<file path="src/rtl/noc_bridge_pkg.sv">
// Shared constants and helpers for the credit <-> valid/ready NoC bridge.
package noc_bridge_pkg;

    localparam int DEF_DATA_WIDTH   = 64;
    localparam int DEF_NUM_CHANNELS = 3;
    localparam int DEF_DEPTH        = 4;
    localparam int DEF_CREDITS      = 4;

    // The counter must hold every value from 0 up to and including the credit limit.
    function automatic int calc_cw(input int credits);
        return $clog2(credits + 1);
    endfunction

    typedef logic [DEF_DATA_WIDTH-1:0] default_flit_t;

endpackage

</file>
<file path="src/rtl/noc_bridge_fifo.sv">
// Per-channel receive FIFO. A push is taken while full only when a pop happens in
// the same cycle; otherwise the flit is dropped and the contents stay untouched.
module noc_bridge_fifo #(
    parameter int DEPTH      = 4,
    parameter int DATA_WIDTH = 64
) (
    input  logic                  clk,
    input  logic                  rst_n,
    input  logic                  push,
    input  logic [DATA_WIDTH-1:0] push_data,
    input  logic                  pop,
    output logic [DATA_WIDTH-1:0] head_data,
    output logic                  full,
    output logic                  empty
);

    localparam int AW = $clog2(DEPTH);

    logic [AW:0]           wr_ptr;
    logic [AW:0]           rd_ptr;
    logic [DATA_WIDTH-1:0] mem [DEPTH];
    logic                  do_push;
    logic                  do_pop;

    // Equal indices: the wrap bit tells an empty buffer apart from a full one.
    assign empty = (wr_ptr == rd_ptr);
    assign full  = (wr_ptr[AW] != rd_ptr[AW]) && (wr_ptr[AW-1:0] == rd_ptr[AW-1:0]);

    assign do_pop  = pop && !empty;
    assign do_push = push && (!full || do_pop);

    assign head_data = empty ? '0 : mem[rd_ptr[AW-1:0]];

    always_ff @(posedge clk or negedge rst_n) begin
        if (!rst_n) begin
            wr_ptr <= '0;
            rd_ptr <= '0;
        end else begin
            if (do_push) wr_ptr <= wr_ptr + 1'b1;
            if (do_pop)  rd_ptr <= rd_ptr + 1'b1;
        end
    end

    always_ff @(posedge clk) begin
        if (do_push) mem[wr_ptr[AW-1:0]] <= push_data;
    end

endmodule

</file>
<file path="src/rtl/noc_credit_valrdy_bridge.sv">
// Multi-channel bridge between credit-based (valid/yummy) NoC links and valid/ready
// interfaces; each channel converts in both directions independently.
module noc_credit_valrdy_bridge
    import noc_bridge_pkg::*;
#(
    parameter  int DATA_WIDTH   = DEF_DATA_WIDTH,
    parameter  int NUM_CHANNELS = DEF_NUM_CHANNELS,
    parameter  int DEPTH        = DEF_DEPTH,
    parameter  int CREDITS      = DEF_CREDITS,
    localparam int CW           = calc_cw(CREDITS)
) (
    input  logic                               clk,
    input  logic                               rst_n,
    input  logic [NUM_CHANNELS-1:0]            cr_in_valid,
    input  logic [NUM_CHANNELS*DATA_WIDTH-1:0] cr_in_data,
    output logic [NUM_CHANNELS-1:0]            cr_in_yummy,
    output logic [NUM_CHANNELS-1:0]            vr_out_valid,
    output logic [NUM_CHANNELS*DATA_WIDTH-1:0] vr_out_data,
    input  logic [NUM_CHANNELS-1:0]            vr_out_ready,
    input  logic [NUM_CHANNELS-1:0]            vr_in_valid,
    input  logic [NUM_CHANNELS*DATA_WIDTH-1:0] vr_in_data,
    output logic [NUM_CHANNELS-1:0]            vr_in_ready,
    output logic [NUM_CHANNELS-1:0]            cr_out_valid,
    output logic [NUM_CHANNELS*DATA_WIDTH-1:0] cr_out_data,
    input  logic [NUM_CHANNELS-1:0]            cr_out_yummy,
    output logic [NUM_CHANNELS*CW-1:0]         credits_avail,
    output logic [NUM_CHANNELS-1:0]            ovf_err,
    output logic [NUM_CHANNELS-1:0]            crd_err
);

    typedef logic [DATA_WIDTH-1:0] flit_t;

    localparam logic [CW-1:0] CRED_MAX = CW'(CREDITS);

    for (genvar c = 0; c < NUM_CHANNELS; c++) begin : gen_ch
        flit_t          head;
        flit_t          out_data_q;
        logic           fifo_full;
        logic           fifo_empty;
        logic           pop;
        logic           drop;
        logic           fire;
        logic           yummy_q;
        logic           out_valid_q;
        logic           ovf_q;
        logic           crd_q;
        logic [CW-1:0]  credits;

        // Credit -> valid/ready direction.
        noc_bridge_fifo #(
            .DEPTH      (DEPTH),
            .DATA_WIDTH (DATA_WIDTH)
        ) u_fifo (
            .clk       (clk),
            .rst_n     (rst_n),
            .push      (cr_in_valid[c]),
            .push_data (cr_in_data[c*DATA_WIDTH +: DATA_WIDTH]),
            .pop       (pop),
            .head_data (head),
            .full      (fifo_full),
            .empty     (fifo_empty)
        );

        assign pop  = !fifo_empty && vr_out_ready[c];
        assign drop = cr_in_valid[c] && fifo_full && !pop;

        always_ff @(posedge clk or negedge rst_n) begin
            if (!rst_n) begin
                yummy_q <= 1'b0;
                ovf_q   <= 1'b0;
            end else begin
                yummy_q <= pop;
                if (drop) ovf_q <= 1'b1;
            end
        end

        // Valid/ready -> credit direction; ready comes only from the credit register.
        assign fire = vr_in_valid[c] && (credits != '0);

        always_ff @(posedge clk or negedge rst_n) begin
            if (!rst_n) begin
                credits <= CRED_MAX;
                crd_q   <= 1'b0;
            end else begin
                unique case ({fire, cr_out_yummy[c]})
                    2'b10: credits <= credits - 1'b1;
                    2'b01: begin
                        if (credits == CRED_MAX) crd_q   <= 1'b1;
                        else                     credits <= credits + 1'b1;
                    end
                    default: ;
                endcase
            end
        end

        always_ff @(posedge clk or negedge rst_n) begin
            if (!rst_n) begin
                out_valid_q <= 1'b0;
                out_data_q  <= '0;
            end else begin
                out_valid_q <= fire;
                if (fire) out_data_q <= vr_in_data[c*DATA_WIDTH +: DATA_WIDTH];
            end
        end

        assign cr_in_yummy[c]                          = yummy_q;
        assign vr_out_valid[c]                         = !fifo_empty;
        assign vr_out_data[c*DATA_WIDTH +: DATA_WIDTH] = head;
        assign vr_in_ready[c]                          = (credits != '0);
        assign cr_out_valid[c]                         = out_valid_q;
        assign cr_out_data[c*DATA_WIDTH +: DATA_WIDTH] = out_data_q;
        assign credits_avail[c*CW +: CW]               = credits;
        assign ovf_err[c]                              = ovf_q;
        assign crd_err[c]                              = crd_q;
    end

endmodule

</file>
<file path="config.mk">
export PLATFORM = sky130hd
export DESIGN_NAME = noc_credit_valrdy_bridge
export DESIGN_NICKNAME = d
export VERILOG_FILES = /design/src/rtl/noc_bridge_pkg.sv /design/src/rtl/noc_bridge_fifo.sv /design/src/rtl/noc_credit_valrdy_bridge.sv
export SDC_FILE = /design/constraint.sdc
export NUM_CORES = 1
export LEC_CHECK = 0
export BUFFER_PORTS_ARGS = -buffer_cell sky130_fd_sc_hd__buf_4
export CORE_AREA = 5 5 313 315
export CTS_CLUSTER_SIZE = 30
export DETAILED_ROUTE_END_ITERATION = 8
export DIE_AREA = 0 0 318 320
export GPL_TIMING_DRIVEN = 0
export PLACE_DENSITY = 0.66
export SLEW_MARGIN = 15
export SYNTH_ARGS = -nofsm -noshare
export SYNTH_HDL_FRONTEND = slang
export SYNTH_SLANG_ARGS = --single-unit
export TNS_END_PERCENT = 5
</file>
<file path="constraint.sdc">
create_clock -name clk -period 7.2 [get_ports clk]
set_input_delay 1.44 -clock clk [delete_from_list [all_inputs] [get_ports clk]]
set_output_delay 1.44 -clock clk [all_outputs]
set_load 0.01 [all_outputs]
</file>
# Word level (Yosys, flattened, before mapping)
# Memory sizes are Yosys's and may differ from the RTL's.
# Cells that the tools add are included.
# totals
mem_bits_rw	768
mem_count	3
ff_bits	231
in_bits	398
# mem_list
memory	depth	width	rd	rd_ports_with_merged_regs	wr	line	text
gen_ch[0].u_fifo.mem	4	64	1	0	1	noc_bridge_fifo.sv:21	logic [DATA_WIDTH-1:0] mem [DEPTH];
gen_ch[1].u_fifo.mem	4	64	1	0	1	noc_bridge_fifo.sv:21	
gen_ch[2].u_fifo.mem	4	64	1	0	1	noc_bridge_fifo.sv:21	
# classes
reduce_logical	45
n_eq_ne	21
addsub	12
n_mux	15
# ops
operator	count
64-bit two-way mux	3
3-bit by 1-bit adder with 3-bit output (second input constant)	9
1-bit logical AND	21
3-bit one-hot mux with 2 select lines	3
2-bit AND reduction	6
3-bit == test	3
3-bit == test (second input constant)	3
1-bit logical NOT	9
3-bit two-way mux	3
3-bit nonzero test	3
3-bit by 1-bit subtractor with 3-bit output (second input constant)	3
2-bit by 1-bit == test with 1-bit output (second input constant)	3
2-bit == test	3
2-bit == test (second input constant)	3
1-bit two-way mux	6
2-bit inequality test (second input constant)	3
2-bit nonzero test	3
1-bit logical OR	3
1-bit inequality test	3

# Logic depth before layout (Yosys ltp)
# depth
depth_word	8
depth_mapped	9
ltp_nobuf	7

# Cells and area by module
# From an unflattened synthesis, not the netlist that was laid out.
# hier_totals
hier_cells	1857
area_unflattened_um2	38943.6
# by_module_without_submodules
module	n_inst	cells_each	seq_area_each_um2	area_each_um2
noc_bridge_fifo	3	440	7837.5	10105.9
noc_credit_valrdy_bridge	1	537	5333.9	8625.8

# Worst setup path after synthesis
# OpenSTA, ideal clock, no wires.
# synth_path
path_type	input to register
from	input port vr_out_ready[0]
to	memory gen_ch[0].u_fifo.mem[0][0], enable pin
path_slack_ns	3.646
stages	2
arrival_ns	3.124
path_cell_list	or4_4 -> and3_1
# synth_via
elab_chain_len	6
# synth_lines
item	line	text
from (decl)	noc_credit_valrdy_bridge.sv:19	input logic [NUM_CHANNELS-1:0] vr_out_ready,
1-bit logical AND	noc_credit_valrdy_bridge.sv:64	assign pop = !fifo_empty && vr_out_ready[c];
1-bit logical AND	noc_bridge_fifo.sv:29	assign do_pop = pop && !empty;
1-bit logical OR	noc_bridge_fifo.sv:30	assign do_push = push && (!full || do_pop);
1-bit logical AND	noc_bridge_fifo.sv:30	
1-bit two-way mux	noc_bridge_fifo.sv:45	if (do_push) mem[wr_ptr[AW-1:0]] <= push_data;
1-bit two-way mux (not written as such)	noc_bridge_fifo.sv:45	
to (decl)	noc_bridge_fifo.sv:21	
# No other way between the ends.

# Worst setup path after layout
# layout_path
from	register gen_ch[2].u_fifo.wr_ptr[0]
to	output port vr_out_data[131]
# layout_via
elab_chain_len	2
# layout_lines
item	line	text
from (decl)	noc_bridge_fifo.sv:19	logic [AW:0] wr_ptr;
from (signal assigned)	noc_bridge_fifo.sv:39	if (do_push) wr_ptr <= wr_ptr + 1'b1;
3-bit == test	noc_bridge_fifo.sv:26	assign empty = (wr_ptr == rd_ptr);
64-bit two-way mux	noc_bridge_fifo.sv:32	assign head_data = empty ? '0 : mem[rd_ptr[AW-1:0]];
to (decl)	noc_credit_valrdy_bridge.sv:18	output logic [NUM_CHANNELS*DATA_WIDTH-1:0] vr_out_data,
# No other way between the ends.

==> out/summary.md <==
The post-route setup TNS was 0 ns; the count of unresolved DRC violations after routing was 0. The run gives 20.9k as the overall via count from detail_route. Across all hold checks on the routed design, the worst slack comes to 0.477 ns. The path class of the lowest-slack min-delay path was flip-flop to flip-flop. For the total of cells resized after clock tree synthesis, the log shows 0.

Setup violations remaining at the end of the flow were counted as 0. The fraction of synthesized cell area taken by the top area cell type is 59.9%, and the maximum vdd ir drop is 306 uV. Ranked by instance count, the synthesized netlist is headed by sky130_fd_sc_hd__edfxtp_1, sky130_fd_sc_hd__dfrtp_1, sky130_fd_sc_hd__mux2_2, sky130_fd_sc_hd__mux4_2, sky130_fd_sc_hd__nor2b_1. The tools report the number of setup buffers added after CTS as 0. Type of destination of the critical path: an output port. The tools report the number of antenna violations at the first check in global routing as 25. Once detail routing completed, the nets flagged for antenna violations numbered 0.

Measured along the x axis, the die boundary spans 318 um. The floorplan die area is 102000 um^2. In this run, the number of DRC markers left after iteration 0 of detailed routing was 1258. For the post-synthesis instance total, the log shows 1858.

The final weighted congestion in routability-driven placement came out at 0.865. The core region area is 94600 um^2, and the post-synthesis instance area is 38500 um^2. The net count reported at finish is 3194, and the number of enable-type register cells in the synthesized netlist is 768.

The tools report the number of hold buffers added after CTS as 0. The worst setup path is launched from a flip-flop. The post-route worst setup slack was 2.97 ns. The final layout contains routed wiring with a total length of 100 mm.

The worst pin sits at a relative slew slack of 52.1%. The most used flip-flop cell after synthesis is sky130_fd_sc_hd__edfxtp_1. The row count is 113, and the final routed wire length divided by cell count is 24.2 um. The arrival time reported for the critical path endpoint came out at 2.79 ns. The number of buffers added by the clock tree synthesis step is 102. For the count of cell types in the netlist, the log shows 45.

TritonCTS built the clock tree. In this run the worst path has a maximum fanout of 10. The worst setup path is of the flip-flop to output port kind.

The clock slew seen by the registers of the worst setup and hold paths is 0.06 ns. The yosys synthesis warning count is 0, and the proportion of register bits with asynchronous set or reset after synthesis is 23.1%. By instance count, the leading cell after synthesis is sky130_fd_sc_hd__edfxtp_1. The via count of the first global-routing pass was 22.3k; the number of max-cap violations was 0.

The power density over the cells was 452 nW/um^2; the first-pass iteration count of the detailed router was 5. The largest total area in the synthesized netlist belongs to sky130_fd_sc_hd__edfxtp_1. Counting along the longest clock path gives a buffer depth of 3. For this design, the sink count on the clock tree is 999. The worst endpoint required time is 5.76 ns. The number of vias per cell after detailed routing is 5.04, and the number of H-tree levels is 3. The worst path in the final design needs a cycle of 4.23 ns, including I/O delays and setup.

The final number of hold-violating endpoints was 0. The tools report the global router's overall resource usage as 19.2%. Input and output buffers added on the ports amount to 802. For the pin with the worst max-slew slack, the measured transition is 0.718 ns.

The logs give 0 for the final number of max-transition violations and 40.7% for the initial core utilization. The cell sitting at the root of the clock tree is a sky130_fd_sc_hd__clkbuf_16. After legalization and detailed placement, the total HPWL measured 72.8 mm. The synthesis-to-finish area growth was 29.4%.

For this run, the top clock speed supported by timing is 236 MHz. Of the available clock period, the critical path in the final layout requires 58.8%. Measured along the y axis, the die boundary spans 320 um.

The sequential element share of the synthesized area came out at 75.0%. Largest net degree at the start of global routing: 102. 809 I/O pins were placed. Clock latency on the worst-skew pair, taken at its later pin, is 0.69 ns.

The flow ran to the end, and the final reports show no timing, DRC or antenna violations. A synthesized cell averages 20.7 um^2. The total overflow left after global routing is 0. On the final layout, the worst clock skew is 0.0354 ns. Sorting the synthesized cells by area gives the leading types as sky130_fd_sc_hd__edfxtp_1, sky130_fd_sc_hd__dfrtp_1, sky130_fd_sc_hd__mux4_2. The net count of the mapped netlist came out at 2274. Setup repair after global routing left no endpoint under its margin. The run gives 147 mm as the first-pass GRT wire length. Counting flops and latches in the post-synthesis netlist gives 999. At the placement stage, the worst setup path has a slack of 3.21 ns. The fraction of final layout cells with drive strength greater than 1 is 49.9%. The run gives 18.8 nW as the static leakage.
## layout by cell type, fill, tap and decap left out, drive strengths merged, types with 3 or more instances in the layout
master | Yosys | final
buf | 75 | 891
edfxtp | 768 | 768
dfrtp | 228 | 228
mux2 | 198 | 198
mux4 | 192 | 192
nor2b | 175 | 175
clkbuf | 27 | 161
clkinv | 0 | 42
inv | 24 | 26
and2b | 20 | 20
xnor2 | 15 | 15
ha | 15 | 15
xor2 | 12 | 12
nand2 | 12 | 12
and3 | 12 | 12
diode | 0 | 11
nand3 | 8 | 8
nor2 | 7 | 7
bufinv | 0 | 7
or2 | 5 | 5
o211ai | 4 | 4
o21bai | 4 | 4
nand2b | 4 | 4
nor3 | 3 | 3
or3 | 3 | 3
o31ai | 3 | 3
or4 | 3 | 3
o41ai | 3 | 3
o2111ai | 3 | 3
a21oi | 3 | 3
o21ai | 3 | 3
o311ai | 3 | 3
a21boi | 3 | 3
nor4 | 3 | 3
a311o | 3 | 3
o221ai | 3 | 3
fa | 3 | 3
dfstp | 3 | 3
## per-stage QoR
| step | power (W) | instance area, um^2 | instances | utilization (%) |
|---|---|---|---|---|
| 3_5_place_dp | 0.0177 | 46500 | 3939 | 49.2 |
| 4_1_cts | 0.0229 | 49800 | 4126 | 52.6 |
| 2_1_floorplan | 0.0131 | 38500 | 1858 | - |
| 5_1_grt | 0.0237 | 49800 | 4132 | 52.6 |
| 6_report | 0.0225 | 49800 | 4137 | 52.7 |
| 3_3_place_gp | 0.0175 | 46100 | 3925 | 48.7 |
## registers in the layout (all words and copies together), names as in the netlist
signal and cells:
gen_ch.u_fifo.wr_ptr 9, gen_ch.u_fifo.rd_ptr 9, gen_ch.credits 9, gen_ch.crd_q 3, gen_ch.ovf_q 3, gen_ch.u_fifo.mem 768, gen_ch.out_valid_q 3, gen_ch.yummy_q 3
gen_ch.out_data_q 192
## final timing paths
path                                                  from                  endpoint  slack (ns)  depth (start not counted)
worst max-delay path            gen_ch[2].u_fifo.wr_ptr[0]          vr_out_data[131]        2.97                          6
worst min-delay path                       gen_ch[0].ovf_q           gen_ch[0].ovf_q        0.48                          1
worst max register to register        gen_ch[0].credits[0]      gen_ch[0].credits[2]        3.91                          9
worst min register to register             gen_ch[0].ovf_q           gen_ch[0].ovf_q        0.48                          1
max in group asynchronous                            rst_n  gen_ch[0].out_data_q[59]        5.68                          2
min in group asynchronous                            rst_n   gen_ch[1].out_data_q[7]        0.66                          1
## routing by layer
metal / GRT usage [%] / part of all wire (%) / vias up
met1: 21.5 / 35 / 10800
li1: - / - / 9154
met3: 6.80 / 8.3 / 192
met4: 6.89 / 3.5 / 22
met2: 33.9 / 53 / 725
met5: 0 / 0.15 / -
## worst max-delay path: stages, from the launching register on
cell	delay, ns
sky130_fd_sc_hd__dfrtp_1	0.44
sky130_fd_sc_hd__xor2_1	0.23
sky130_fd_sc_hd__nor3_1	0.26
sky130_fd_sc_hd__buf_2	0.35
sky130_fd_sc_hd__buf_1	0.49
sky130_fd_sc_hd__nor2b_1	0.13
sky130_fd_sc_hd__buf_4	0.18
## area by class of cell
| type | instances | area, um^2 |
|---|---|---|
| timing repair buffer | 816 | 6410 |
| multi-input combinational | 733 | 9010 |
| buffer | 102 | 594 |
| clock buffer | 134 | 2710 |
| clock inverter | 53 | 522 |
| tap | 1265 | 1580 |
| antenna | 11 | 27.5 |
| sequential | 999 | 28800 |
| inverter | 24 | 90.1 |
| fill | 7496 | 44800 |
## power breakdown
group	switching, W	internal [W]
clock network	0.00217	0.00291
registers	0.000576	0.00774
logic	0.00468	0.00446
total	0.00743	0.0151
## cells by family after synthesis
| kind of cell | after synthesis | share of synthesized area, % |
|---|---|---|
| AOI/OAI and AO/OA | 41 | 0.849 |
| xor gates and xnor gates | 27 | 0.614 |
| adders and majority gates | 18 | 0.644 |
| buffers and inverters | 126 | 1.78 |
| DFF | 999 | 75.0 |
| muxes | 390 | 17.0 |
| and+or+nand+nor | 257 | 4.13 |
No activity file was read; power rests on OpenSTA's default activity.
